--- config.mk ---
export PLATFORM = sky130hd
export DESIGN_NAME = pulp_cluster_dma32_seq
export DESIGN_NICKNAME = d
export VERILOG_FILES = /design/src/rtl/pulp_cluster_dma32_seq.sv
export SDC_FILE = /design/constraint.sdc
export NUM_CORES = 1
export LEC_CHECK = 0
export CAP_MARGIN = 30
export CORE_ASPECT_RATIO = 0.5
export CORE_MARGIN = 5
export CORE_UTILIZATION = 45
export DETAILED_ROUTE_END_ITERATION = 16
export HOLD_SLACK_MARGIN = 0.1
export PLACE_DENSITY = 0.66
export SYNTH_ARGS = -nofsm -noshare
export SYNTH_HDL_FRONTEND = slang
export SYNTH_SLANG_ARGS = --single-unit
--- constraint.sdc ---
create_clock -name clk -period 10.9 [get_ports clk]
set_input_delay 2.18 -clock clk [delete_from_list [all_inputs] [get_ports clk]]
set_output_delay 2.18 -clock clk [all_outputs]
set_load 0.05 [all_outputs]
--- src/rtl/pulp_cluster_dma32_seq.sv ---
// rtl/pulp_cluster_dma32_seq.sv - chunked 32-bit DMA copy sequencer for the pulp_cluster tile
module pulp_cluster_dma32_seq #(
    parameter int CHUNK_WORDS = 16,
    parameter int CNT_W       = 32
) (
    input  logic             clk,
    input  logic             rst,
    input  logic [31:0]      conf_info_reg1,
    input  logic [31:0]      conf_info_reg2,
    input  logic [31:0]      conf_info_reg3,
    input  logic             conf_done,
    output logic             dma_read_ctrl_valid,
    input  logic             dma_read_ctrl_ready,
    output logic [CNT_W-1:0] dma_read_ctrl_data_index,
    output logic [CNT_W-1:0] dma_read_ctrl_data_length,
    output logic [2:0]       dma_read_ctrl_data_size,
    output logic [4:0]       dma_read_ctrl_data_user,
    input  logic             dma_read_chnl_valid,
    output logic             dma_read_chnl_ready,
    input  logic [31:0]      dma_read_chnl_data,
    output logic             dma_write_ctrl_valid,
    input  logic             dma_write_ctrl_ready,
    output logic [CNT_W-1:0] dma_write_ctrl_data_index,
    output logic [CNT_W-1:0] dma_write_ctrl_data_length,
    output logic [2:0]       dma_write_ctrl_data_size,
    output logic [4:0]       dma_write_ctrl_data_user,
    output logic             dma_write_chnl_valid,
    input  logic             dma_write_chnl_ready,
    output logic [31:0]      dma_write_chnl_data,
    output logic             acc_done,
    output logic [31:0]      debug
);
    localparam int PTR_W = $clog2(CHUNK_WORDS);
    localparam int BW    = PTR_W + 1;

    typedef enum logic [2:0] {
        S_IDLE     = 3'd0,
        S_RD_REQ   = 3'd1,
        S_RD_DATA  = 3'd2,
        S_WR_REQ   = 3'd3,
        S_WR_DATA  = 3'd4,
        S_DONE     = 3'd5,
        S_WAIT_CLR = 3'd6
    } state_t;

    state_t           state, state_nx;
    logic [CNT_W-1:0] rd_idx, wr_idx, remain, chunk, remain_nx;
    logic [BW-1:0]    beat, beat_inc;
    logic [15:0]      chunks_done;
    logic [31:0]      wdata_q;
    logic [31:0]      buffer [CHUNK_WORDS];
    logic             last_beat;

    function automatic logic [CNT_W-1:0] min_chunk(input logic [CNT_W-1:0] r);
        return (r > CNT_W'(CHUNK_WORDS)) ? CNT_W'(CHUNK_WORDS) : r;
    endfunction

    assign beat_inc  = beat + BW'(1);
    assign last_beat = (beat == chunk[BW-1:0] - BW'(1));
    assign remain_nx = remain - chunk;

    always_ff @(posedge clk or negedge rst) begin
        if (!rst) state <= S_IDLE;
        else      state <= state_nx;
    end

    always_comb begin
        state_nx             = state;
        dma_read_ctrl_valid  = 1'b0;
        dma_read_chnl_ready  = 1'b0;
        dma_write_ctrl_valid = 1'b0;
        dma_write_chnl_valid = 1'b0;
        acc_done             = 1'b0;
        case (state)
            S_IDLE: begin
                if (conf_done)
                    state_nx = (conf_info_reg3 == 32'd0) ? S_DONE : S_RD_REQ;
            end
            S_RD_REQ: begin
                dma_read_ctrl_valid = 1'b1;
                if (dma_read_ctrl_ready) state_nx = S_RD_DATA;
            end
            S_RD_DATA: begin
                dma_read_chnl_ready = 1'b1;
                if (dma_read_chnl_valid && last_beat) state_nx = S_WR_REQ;
            end
            S_WR_REQ: begin
                dma_write_ctrl_valid = 1'b1;
                if (dma_write_ctrl_ready) state_nx = S_WR_DATA;
            end
            S_WR_DATA: begin
                dma_write_chnl_valid = 1'b1;
                if (dma_write_chnl_ready && last_beat)
                    state_nx = (remain == chunk) ? S_DONE : S_RD_REQ;
            end
            S_DONE: begin
                acc_done = 1'b1;
                state_nx = S_WAIT_CLR;
            end
            S_WAIT_CLR: begin
                if (!conf_done) state_nx = S_IDLE;
            end
            default: state_nx = S_IDLE;
        endcase
    end

    // chunk is reloaded whenever the next state will be RD_REQ, so it always reflects the pending burst
    always_ff @(posedge clk or negedge rst) begin
        if (!rst) begin
            rd_idx      <= '0;
            wr_idx      <= '0;
            remain      <= '0;
            chunk       <= '0;
            beat        <= '0;
            chunks_done <= '0;
            wdata_q     <= '0;
        end else begin
            case (state)
                S_IDLE: begin
                    if (conf_done) begin
                        rd_idx      <= conf_info_reg1;
                        wr_idx      <= conf_info_reg2;
                        remain      <= conf_info_reg3;
                        chunk       <= min_chunk(conf_info_reg3);
                        chunks_done <= '0;
                        beat        <= '0;
                    end
                end
                S_RD_DATA: begin
                    if (dma_read_chnl_valid)
                        beat <= last_beat ? '0 : beat_inc;
                end
                S_WR_REQ: begin
                    if (dma_write_ctrl_ready) begin
                        wdata_q <= buffer[0];
                        beat    <= '0;
                    end
                end
                S_WR_DATA: begin
                    if (dma_write_chnl_ready) begin
                        // prefetch the next word so consecutive beats need no bubble
                        wdata_q <= buffer[beat_inc[PTR_W-1:0]];
                        if (last_beat) begin
                            beat        <= '0;
                            rd_idx      <= rd_idx + chunk;
                            wr_idx      <= wr_idx + chunk;
                            remain      <= remain_nx;
                            chunk       <= min_chunk(remain_nx);
                            chunks_done <= chunks_done + 16'd1;
                        end else begin
                            beat <= beat_inc;
                        end
                    end
                end
                default: ;
            endcase
        end
    end

    always_ff @(posedge clk) begin
        if (state == S_RD_DATA && dma_read_chnl_valid)
            buffer[beat[PTR_W-1:0]] <= dma_read_chnl_data;
    end

    assign dma_read_ctrl_data_index   = rd_idx;
    assign dma_read_ctrl_data_length  = chunk;
    assign dma_read_ctrl_data_size    = 3'b010;
    assign dma_read_ctrl_data_user    = 5'd0;
    assign dma_write_ctrl_data_index  = wr_idx;
    assign dma_write_ctrl_data_length = chunk;
    assign dma_write_ctrl_data_size   = 3'b010;
    assign dma_write_ctrl_data_user   = 5'd0;
    assign dma_write_chnl_data        = wdata_q;
    assign debug                      = {chunks_done, 13'd0, state};

endmodule

# ---- Yosys cells after proc, flatten, opt, wreduce, memory -nomap -nowiden
# Memories as Yosys holds them, arrays and structs flattened.
# Index checks and enable logic that the tools add are counted.
# Widths: inputs -> output; s select.
dict set report totals {
  elab_cells 93
  ram_bits 512
  memories 1
  out_inout_bits 213
  regBits 184
  input_bits 135
}
dict set report op_classes {
  n_reduce_logical 12
  order_cmp 2
  n_mux 47
  addsub 6
  eq_ne 17
}
# name depth width rd rd_clocked_by_memory_dff wr line
set mem_list {}
lappend mem_list {buffer 16 32 2 0 1 51} ;# logic [31:0] buffer [CHUNK_WORDS];
# operator n
set op_table {}
lappend op_table {{$mux 32} 16}
lappend op_table {{$pmux 32 s2} 5}
lappend op_table {{$add 32x32->32} 2}
lappend op_table {{$gt 32x5->1 const B} 2}
lappend op_table {{$mux 16} 3}
lappend op_table {{$eq 32x32->1} 1}
lappend op_table {{$logic_not 32->1} 1}
lappend op_table {{$pmux 16 s2} 1}
lappend op_table {{$sub 32x32->32} 1}
lappend op_table {{$mux 5} 5}
lappend op_table {{$mux 3} 8}
lappend op_table {{$pmux 3 s7} 1}
lappend op_table {{$pmux 5 s4} 1}
lappend op_table {{$ne 2x2->1 const B} 9}
lappend op_table {{$add 16x1->16 const B} 1}
lappend op_table {{$eq 3x3->1 const B} 3}
lappend op_table {{$mux 1} 7}
lappend op_table {{$eq 3x2->1 const B} 2}
lappend op_table {{$reduce_and 6->1} 1}
lappend op_table {{$add 5x1->5 const B} 1}
lappend op_table {{$eq 5x5->1} 1}
lappend op_table {{$reduce_and 5->1} 1}
lappend op_table {{$sub 5x1->5 const B} 1}
lappend op_table {{$reduce_and 4->1} 1}
lappend op_table {{6 further kinds} 9}

# ---- Longest topological paths before layout
# Gate-level depths: netlist (run 1).
dict set report depth {
  depth_word 6
  mapped_depth 14
  mapped_depth_nobuf 14
}

# ---- Least setup slack after synthesis (run 1)
# Ideal clock, no wire load.
dict set report synth_timing {
  kind {input to register}
  startpoint {input port dma_read_chnl_valid}
  endpoint {memory buffer[3][0] (enable)}
  required_ns 10.439
  path_buffers 0
  slack_ns 5.748
  t_arrival_ns 4.691
  path_stages 3
  setup_time_ns 0.461
  cell_sequence {and3_1 nand2_1 nor3_1}
}
dict set report synth_via {
  elab_chain_cells 3
}
# item line
set synth_lines {}
lappend synth_lines {{start: declaration} 18} ;# input logic dma_read_chnl_valid,
lappend synth_lines {{$logic_and 1x1->1} 161} ;# if (state == S_RD_DATA && dma_read_chnl_valid)
lappend synth_lines {{$mux 1} 161}
lappend synth_lines {{$mux 1 (not written as such)} 162} ;# buffer[beat[PTR_W-1:0]] <= dma_read_chnl_data;
lappend synth_lines {{end: declaration} 51}
# Every way passes these cells.

# ---- Worst setup path in the final report (run 1)
dict set report layout_timing {
  startpoint {register state[0]}
  endpoint {output port dma_write_chnl_valid}
}
dict set report layout_via {
  elab_chain_cells 2
}
# item line
set layout_lines {}
lappend layout_lines {{start: declaration} 46} ;# state_t state, state_nx;
lappend layout_lines {{start signal: assignment} 64} ;# else state <= state_nx;
lappend layout_lines {{$eq 3x3->1} 74} ;# case (state)
lappend layout_lines {{$mux 1} 74}
lappend layout_lines {{end: declaration} 27} ;# output logic dma_write_chnl_valid,
# Every way passes these cells.

==> flow_summary.ini, run 1 <==
[status]
outcome = complete, no violations

[timing]
fin_tns_setup_ps = 0
fmax_mhz = 192.2
rsz0062_at_grt = false
fin_crit_ps = 5202
tightest_slew_ps = 991.1
min_period_over_period_pct = 47.72
finalClockSkew_ps = 32.35
max_slew_margin_pct = 33.93
final-hold-violation-count = 0
finalSetupViolCount = 0
hold_slack_ps = 479.8
slew_viol_final = 0

[layout]
fin_nets = 3064
num-fill-cells = 6184
area_growth_pct = 18.84
seqCellArea_sq_um = 19980
multi_input_area_sq_um = 12200
drive_above_1_share_pct = 10.49

[drt]
ant_nets = 0
wirelength_mm = 85.33
drt_first_pass_iters = 5
viasPerCell = 5.716
drtIter0Drc = 1704
wl_per_cell_um = 22.14
drc_errors = 0
vias = 22028

[flow_run]
cap_violations = 0

[place]
hpwlAfterDp_mm = 54.72
gp_congestion = 0.8908
portBuffers = 318

[worst_setup_path]
critical_path_class = flip-flop to output pin
crit_path_end_kind = output pin
cp.depth = 4
worst_path_max_delay_cell = clkdlybuf4s50_1
crit_fanout = 41
critPathBufInv = 2
path_cells = nor2_1 -> nand2_4 -> inv_2 -> clkdlybuf4s50_1
cp_top_family = buffers and inverters
reg2regPathDepth = 13
max_stage_delay_ps = 810
critPathRequiredTime_ps = 8720
startpoint_type = flip-flop
cp.arrival_ps = 3020

[floorplanning]
dieArea_sq_um = 79270
die_h_um = 201.6
placementRows = 70
ioPinCount = 348
initial_core_util_pct = 45.34
fp.dieW_um = 393.2
coreArea_sq_um = 72870

[clock_tree]
clk_latency_ps = 660
clockBufferDepth = 3
h-tree-depth = 2
cts_buffers = 61
cts_root_buffer = clkbuf_16
cts_sinks = 696
cts_tree = built
post_cts_buffers = 0
ctsResizeCount = 0
ctsHoldBuffers = 0
clkTransAtPathRegs_ps = 70

[power]
p_sw_share_pct = 38.08
p_comb_share_pct = 39.7
power_leakage_nw = 14.13
p_clk_share_pct = 24.3
p_int_mw = 5.765
p_switching_mw = 3.545
vdd_ir_drop_max_uv = 128.7
power.density_nw_per_um2 = 237.1
power_frac_seq_pct = 36.1

[global_routing]
grt_pass1_vias = 21770
grt_first_pass_wirelength_mm = 130.9
grt_usage_pct = 21.22
antenna_found_initial = 4
grt_overflow = 0
grt_max_degree = 113

[hold_path]
worstHoldPathType = flip-flop to flip-flop
hold_depth = 2

[logic_synthesis]
ys_ff_latch = 696
syn_area_per_cell_sq_um = 12.88
async_flop_share_pct = 26.44
synth_top_flop_cell = edfxtp_1
syn_area_sq_um = 33040
syn_inst = 2566
synth.distinct_cells = 75
synth_edf_count = 512
ys_seq_area_share_pct = 60.47
ys_warn_count = 0
registers in the layout, summed over array words and instances (netlist names):
| signal | flops |
|---|---|
| beat | 5 |
| dma_write_chnl_data | 32 |
| dma_write_ctrl_data_index | 32 |
| dma_read_ctrl_data_index | 32 |
| remain | 32 |
| chunks_done | 16 |
| state | 3 |
| dma_read_ctrl_data_length | 32 |
| buffer | 512 |
logic make-up after synthesis:
family          after synthesis  synth area share, %
simple gates                719                9.940
flops                       696                60.47
compound gates              570                10.68
buf+inv                     248                3.514
mux                         138                9.031
fa+ha+maj                   102                3.931
xor+xnor                     91                2.412
other cells                   2              0.02273
Yosys cell counts (all sizes together) (14+ instances only):
cell type	number	area share, %
o211ai	14	0.32
dfrtp	184	14
xnor2	47	1.2
xor2	44	1.2
nor4	14	0.27
edfxtp	512	47
a21o	33	0.75
nor3	37	0.56
and3	28	0.53
mux4	128	8.7
a311oi	33	0.87
a21oi	177	2.7
and2	40	0.76
nand2	286	3.2
a211oi	52	1.2
nand3	41	0.62
nor2b	16	0.30
buf	91	1.7
a31oi	43	0.81
inv	62	0.70
nand4	16	0.30
o21ai	144	2.2
nor2	182	2.1
ha	99	3.7
nand2b	15	0.28
clkbuf	95	1.1
per-stage QoR:
step | instance area (sq um) | total power [mW] | cells | setup WS (ps) | util [%]
3_3_place_gp | 37090 | 7.049 | 3732 | 5810 | 50.90
3_5_place_dp | 37150 | 7.096 | 3735 | 5740 | 50.98
2_1_floorplan | 33140 | 5.985 | 2593 | 5748 | -
5_1_grt | 39270 | 9.814 | 3854 | 5555 | 53.89
4_1_cts | 39230 | 9.365 | 3850 | 5654 | 53.84
6_report | 39270 | 9.310 | 3854 | 5698 | 53.89
layout make-up:
type	instances	share of cell area [%]
flip-flops and latches	696	50.89
multi-input cells	1649	31.06
repair buffers	357	9.040
clock buffers	79	4.190
well taps	972	3.097
clock inverters	36	1.112
inverters	62	0.5927
diodes	3	0.01912
metal layers:
metal,part of all wire (%),track usage [%]
met5,0.0082,0
met4,2.5,6.172
met3,5.7,3.110
met2,50,36.17
met1,42,28.47
power by group through the flow:
| stage | clock network [mW] | logic, mW | registers (mW) |
|---|---|---|---|
| after floorplan | 0 | 2.08 | 3.91 |
| after global placement | 0 | 3.64 | 3.41 |
| after detailed placement | 0 | 3.68 | 3.42 |
| after CTS | 2.31 | 3.70 | 3.36 |
| after global routing | 2.43 | 4.00 | 3.39 |
| final | 2.26 | 3.69 | 3.36 |
worst min-delay path, delay by kind of cell (launching register included):
family	cells	cell delay [ps]
flops	1	350
compound gates	1	50
simple gates	1	40
final timing paths:
path / to / slack (ps) / startpoint
worst max-delay path: dma_write_chnl_valid / 5700 / state[0]
worst min-delay path: dma_write_chnl_data[20] / 480 / dma_write_chnl_data[20]
worst max register to register: dma_read_ctrl_data_length[1] / 6150 / dma_read_ctrl_data_length[0]
worst min register to register: dma_write_chnl_data[20] / 480 / dma_write_chnl_data[20]
max in group asynchronous: beat[0] / 8220 / rst
min in group asynchronous: dma_write_chnl_data[11] / 1380 / rst
placed cells by master (no fill, tap or decap), types with 9 or more instances in the layout:
master,Yosys,final
clkbuf_16,0,62
and3_1,28,28
nor2_4,0,12
clkdlybuf4s50_1,0,317
or3_1,11,11
a21oi_1,177,177
o21a_1,12,12
a21o_1,33,33
a211oi_1,51,51
nor3_1,37,32
conb_1,2,29
o21ai_0,128,128
clkinv_2,0,9
nand2b_1,15,14
and2_1,40,40
o211ai_1,14,14
mux4_2,128,128
xnor2_1,47,46
nor2_1,182,170
nor2b_1,16,16
mux2i_1,9,9
inv_1,61,60
a311oi_1,33,33
dfrtp_1,184,183
a31oi_1,43,43
nor4_1,14,14
nand4_1,16,16
edfxtp_1,512,512
o21ai_1,16,16
clkbuf_1,95,14
o31ai_1,9,9
nand3_1,41,41
nand2_1,286,285
buf_4,61,34
xor2_1,44,42
ha_1,99,98
(Power assumes the default switching activity.)
==> run 2, diff against run 1 <==
Clock period 10.9 ns to 4.8 ns, I/O delays scaled along.
==> run 2 against run 1 <==
  * Core utilization up 0.28 points
  * Sequential cell count unchanged
  * Die area unchanged
  * Sequential share of layout area down 0.27 points
  * Global-route usage up 0.40 points
  * Clock skew up 6.1 ps
  * Sequential power up 130%
==> flow_summary.ini, run 2 (synthesis gave the netlist of run 1 again) <==
[status]
outcome = complete, no violations

[timing]
fmax_mhz = 229.9
min_period_over_period_pct = 90.61
rsz0062_at_grt = false
finalClockSkew_ps = 38.41
fin_tns_setup_ps = 0
slew_viol_final = 0
finalSetupViolCount = 0
final-hold-violation-count = 0
fin_crit_ps = 4349
max_slew_margin_pct = 30.59
fin_ws_ps = 450.9
tightest_slew_ps = 1041

[clock_tree]
h-tree-depth = 2
clk_latency_ps = 660
cts_sinks = 696
cts_root_buffer = clkbuf_16
cts_buffers = 61
clkTransAtPathRegs_ps = 70
clockBufferDepth = 3
cts_tree = built

[layout]
num-fill-cells = 6035
layout.cells.non_filler = 3869
drive_above_1_share_pct = 11.13
most-common-layout-cells = edfxtp_1 (512), clkdlybuf4s50_1 (317), nand2_1 (285)
largest_reg_flops = 512
area_growth_pct = 19.47
final_common_cell = edfxtp_1
fin_nets = 3081
fin_area_sq_um = 39470

[global_routing]
grt_busiest_layer = met2
grt_use_met1_pct = 29.43
grt_pass1_vias = 21756
grt_overflow = 0
antenna_found_initial = 4
grt_usage_pct = 21.62
grt_max_degree = 118
grt_use_met2_pct = 36.88
grtUsageMet3_pct = 2.831
grt_first_pass_wirelength_mm = 133.1

[floorplanning]
fp.dieW_um = 393.2
ioPinCount = 348
coreArea_sq_um = 72870
dieArea_sq_um = 79270
die_h_um = 201.6
initial_core_util_pct = 45.34
placementRows = 70

[place]
pre_cts_ws_ps = 386.1
portBuffers = 318
hpwlAfterDp_mm = 56.87
gp_congestion = 0.9131
place_area_sq_um = 37360
placed_cells = 3752

[worst_setup_path]
cp.arrival_ps = 4910
max_stage_delay_ps = 570
path_cells = ha_1 -> fa_1 -> nor2b_1 -> o2111ai_1 -> a21oi_2 -> a21oi_1 -> xnor2_1 -> nor4_1 -> nand4_1 -> or4b_1 -> or4_1 -> or4_4 -> o21ai_1
startpoint_type = flip-flop
critPathBufInv = 0
crit_fanout = 7
r2r_start = dma_read_ctrl_data_length[0]
ff2ff_setup_slack_ps = 450
r2r-end = dma_read_ctrl_data_length[3]
critPathRequiredTime_ps = 5360
cp_top_family = simple AND/OR/NAND/NOR gates
worst_path_max_delay_cell = or4_4
crit_path_end_kind = flip-flop
reg2regPathDepth = 13
critical_path_class = flip-flop to flip-flop

[power]
p_int_mw = 13.08
power_leakage_nw = 14.22
vdd_ir_drop_max_uv = 303.7
p_comb_share_pct = 39.8
p_sw_share_pct = 38.13
p_clk_share_pct = 24.2
power_frac_seq_pct = 36.0
finalPower_mw = 21.14
power.density_nw_per_um2 = 535.6
p_switching_mw = 8.062

[hold_path]
worstHoldPathType = input port to asynchronous set/reset pin

[drt]
drc_errors = 0
vias = 22162
viasPerCell = 5.728
ant_nets = 0
wl_per_cell_um = 22.58
wirelength_mm = 87.38
drtIter0Drc = 1815
drt_first_pass_iters = 6

[flow_run]
cap_violations = 0
[run 2: changes by cell type in the layout (fill, tap and decap cells not counted), moves of 2 or more]
cell,change
clkbuf_4,+2
clkbuf_1,-8
clkinv_1,+4
buf_4,+10
buf_12,+8
[run 2: metrics by stage]
stage	hold WS [ps]	utilization (%)
final	375.8	54.17
after detailed placement	470.2	51.28
after CTS	450.0	54.12
after global placement	459.8	51.22
after floorplan	442.8	-
after global routing	389.9	54.17
[run 2: final cells by class]
cell class,count,area [sq um],area share (%)
clock inverter,42,479.2,1.214
antenna,3,7.507,0.01902
sequential,696,19980,50.62
multi-input combinational,1649,12200,30.91
timing repair buffer,374,3764,9.534
clock buffer,71,1592,4.032
inverter,62,232.7,0.5896
tap,972,1216,3.081
[run 2: power by group through the flow]
stage	logic, mW	registers [mW]	clock network [mW]
after global routing	9.11	7.70	5.46
final	8.41	7.62	5.11
after detailed placement	8.38	7.76	0
after global placement	8.30	7.74	0
after CTS	8.43	7.63	5.21
after floorplan	4.72	8.87	0
[run 2: worst max-delay path by stage]
| stage | end | startpoint | cells past startpoint |
|---|---|---|---|
| after floorplan | dma_read_ctrl_data_length[0] | dma_read_ctrl_data_length[0] | 13 |
| after global placement | dma_read_ctrl_data_length[2] | dma_read_ctrl_data_length[0] | 13 |
| after detailed placement | dma_read_ctrl_data_length[3] | dma_read_ctrl_data_length[0] | 13 |
| after CTS | dma_read_ctrl_data_length[3] | dma_read_ctrl_data_length[0] | 13 |
| after global routing | dma_read_ctrl_data_length[0] | dma_read_ctrl_data_length[1] | 15 |
| final | dma_read_ctrl_data_length[3] | dma_read_ctrl_data_length[0] | 13 |
[run 2: worst reg2reg max path, stage by stage, from the launching register on]
cell and delay, ps:
dfrtp_1 380, ha_1 230, fa_1 410, nor2b_1 180, o2111ai_1 200, a21oi_2 400, a21oi_1 180, xnor2_1 200
nor4_1 350, nand4_1 140, or4b_1 470, or4_1 420, or4_4 570, o21ai_1 150
[run 2: routing by layer]
metal  wire (um)  up-vias
met5          13        -
met4        2131        2
met3        4433      135
met2       43810      613
met1       36990    11227
li1            -    10185
[run 2: what timing repair did]
item | in CTS | in global routing
gates resized for setup | 0 | 1
endpoints found under the setup margin | 0 | 1
endpoints found under the hold margin | 0 | 0
hold buffers | 0 | 0
buffers inserted | 0 | 0
==> run 3, diff against run 2 <==
Settings changed: GPL_ROUTABILITY_DRIVEN from default to 0, SKIP_LAST_GASP from default to 1.
==> run 3 against run 2 <==
  * Sequential power about the same
  * Total power barely moved
  * Critical path type unchanged
  * Critical endpoint is now dma_read_ctrl_data_length[2]
  * Setup slack got worse by 100 ps
  * Largest power group unchanged
==> flow_summary.ini, run 3 (synthesis gave the netlist of run 1 again) <==
[power]
power_leakage_nw = 14.21
finalPower_mw = 21.14
power.density_nw_per_um2 = 535.8
vdd_ir_drop_max_uv = 315.2

[clock_tree]
h-tree-depth = 2
ctsResizeCount = 0
ctsHoldBuffers = 0
cts_buffers = 61
cts_root_buffer = clkbuf_16
clk_latency_ps = 660
cts_sinks = 696
clkTransAtPathRegs_ps = 70
post_cts_buffers = 0
cts_tree = built
clockBufferDepth = 3

[timing]
fin_tns_setup_ps = 0
fin_crit_ps = 4452
fmax_mhz = 224.6
finalClockSkew_ps = 37.17
slew_viol_final = 0
finalSetupViolCount = 0
tightest_slew_ps = 883.1
rsz0062_at_grt = false
final-hold-violation-count = 0
min_period_over_period_pct = 92.74
max_slew_margin_pct = 41.13

[worst_setup_path]
cp.arrival_ps = 5030
critPathBufInv = 0
ff2ff_setup_slack_ps = 350
cp_top_family = simple AND/OR/NAND/NOR gates
crit_path_frequent_cell = a21oi_1
r2r-end = dma_read_ctrl_data_length[2]
r2r_start = dma_read_ctrl_data_length[0]
reg2regPathDepth = 13
path_cells = ha_1 -> fa_1 -> nor2b_1 -> o2111ai_1 -> a21oi_1 -> a21oi_1 -> xnor2_1 -> nor4_1 -> nand4_1 -> or4b_1 -> or4_1 -> or4_4 -> o21ai_1
worst_path_max_delay_cell = a21oi_1
crit_fanout = 7
max_stage_delay_ps = 570
startpoint_type = flip-flop
critPathRequiredTime_ps = 5370
crit_path_end_kind = flip-flop
critical_path_class = flip-flop to flip-flop

[global_routing]
grt_max_degree = 165
antenna_found_initial = 4
grt_pass1_vias = 21910
grt_first_pass_wirelength_mm = 133.7
grt_usage_pct = 21.75
grt_overflow = 0

[layout]
num-fill-cells = 6035
most-common-layout-cells = edfxtp_1 (512), clkdlybuf4s50_1 (317), nand2_1 (285)
final_util_pct = 54.15
fin_area_sq_um = 39460
largest_reg_flops = 512
area_growth_pct = 19.41
final_common_cell = edfxtp_1
fin_nets = 3077
drive_above_1_share_pct = 10.96
layout.cells.non_filler = 3867

[place]
place_area_sq_um = 37340
hpwlAfterDp_mm = 55.87
portBuffers = 318
placed_cells = 3748

[floorplanning]
dieArea_sq_um = 79270
initial_core_util_pct = 45.34
ioPinCount = 348
coreArea_sq_um = 72870
die_h_um = 201.6
placementRows = 70
fp.dieW_um = 393.2

[drt]
drt_first_pass_iters = 5
drtIter0Drc = 1815
wl_per_cell_um = 22.63
viasPerCell = 5.753
drc_errors = 0
ant_nets = 0
wirelength_mm = 87.51
vias = 22248

[hold_path]
worstHoldPathType = input port to asynchronous set/reset pin

[flow_run]
cap_violations = 0

[status]
outcome = complete, no violations
-- run 3: through the flow --
step | setup slack, ps | hold WS [ps]
after floorplan | 574.5 | 442.8
after global placement | 550.2 | 462.0
after detailed placement | 441.7 | 473.4
after CTS | 401.8 | 460.9
after global routing | 134.4 | 131.4
final | 348.4 | 142.2
-- run 3: area by class of cell --
cell class	count	area [sq um]	area share [%]
clock inverter	45	500.5	1.268
inverter	62	232.7	0.5898
multi-input combinational	1649	12200	30.91
timing repair buffer	370	3737	9.472
sequential	696	19980	50.65
antenna	2	5.005	0.01268
tap	972	1216	3.082
clock buffer	71	1585	4.018
-- run 3: report_power, final --
part,internal (mW),switching (mW),leakage (nW),total (mW)
Combinational,3.18,5.23,6.29,8.41
Clock,2.87,2.27,1.00,5.14
Sequential,7.07,0.530,6.92,7.60
Total,13.1,8.03,14.2,21.1
-- run 3: metal layers --
metal / vias to the layer above / global-route usage [%] / share of wire (%)
met5: - / 0 / 0.015
met4: 2 / 5.885 / 2.5
met3: 131 / 2.863 / 5.6
met2: 715 / 37.02 / 50
met1: 11211 / 29.63 / 42
li1: 10189 / - / -
-- run 3: worst max-delay path by stage --
| stage | cells past startpoint | slack (ps) | from | to |
|---|---|---|---|---|
| after floorplan | 13 | 570 | dma_read_ctrl_data_length[0] | dma_read_ctrl_data_length[0] |
| after global placement | 13 | 550 | dma_read_ctrl_data_length[0] | dma_read_ctrl_data_length[3] |
| after detailed placement | 13 | 440 | dma_read_ctrl_data_length[0] | dma_read_ctrl_data_length[2] |
| after CTS | 13 | 400 | dma_read_ctrl_data_length[0] | dma_read_ctrl_data_length[2] |
| after global routing | 13 | 130 | dma_read_ctrl_data_length[0] | dma_read_ctrl_data_length[2] |
| final | 13 | 350 | dma_read_ctrl_data_length[0] | dma_read_ctrl_data_length[2] |
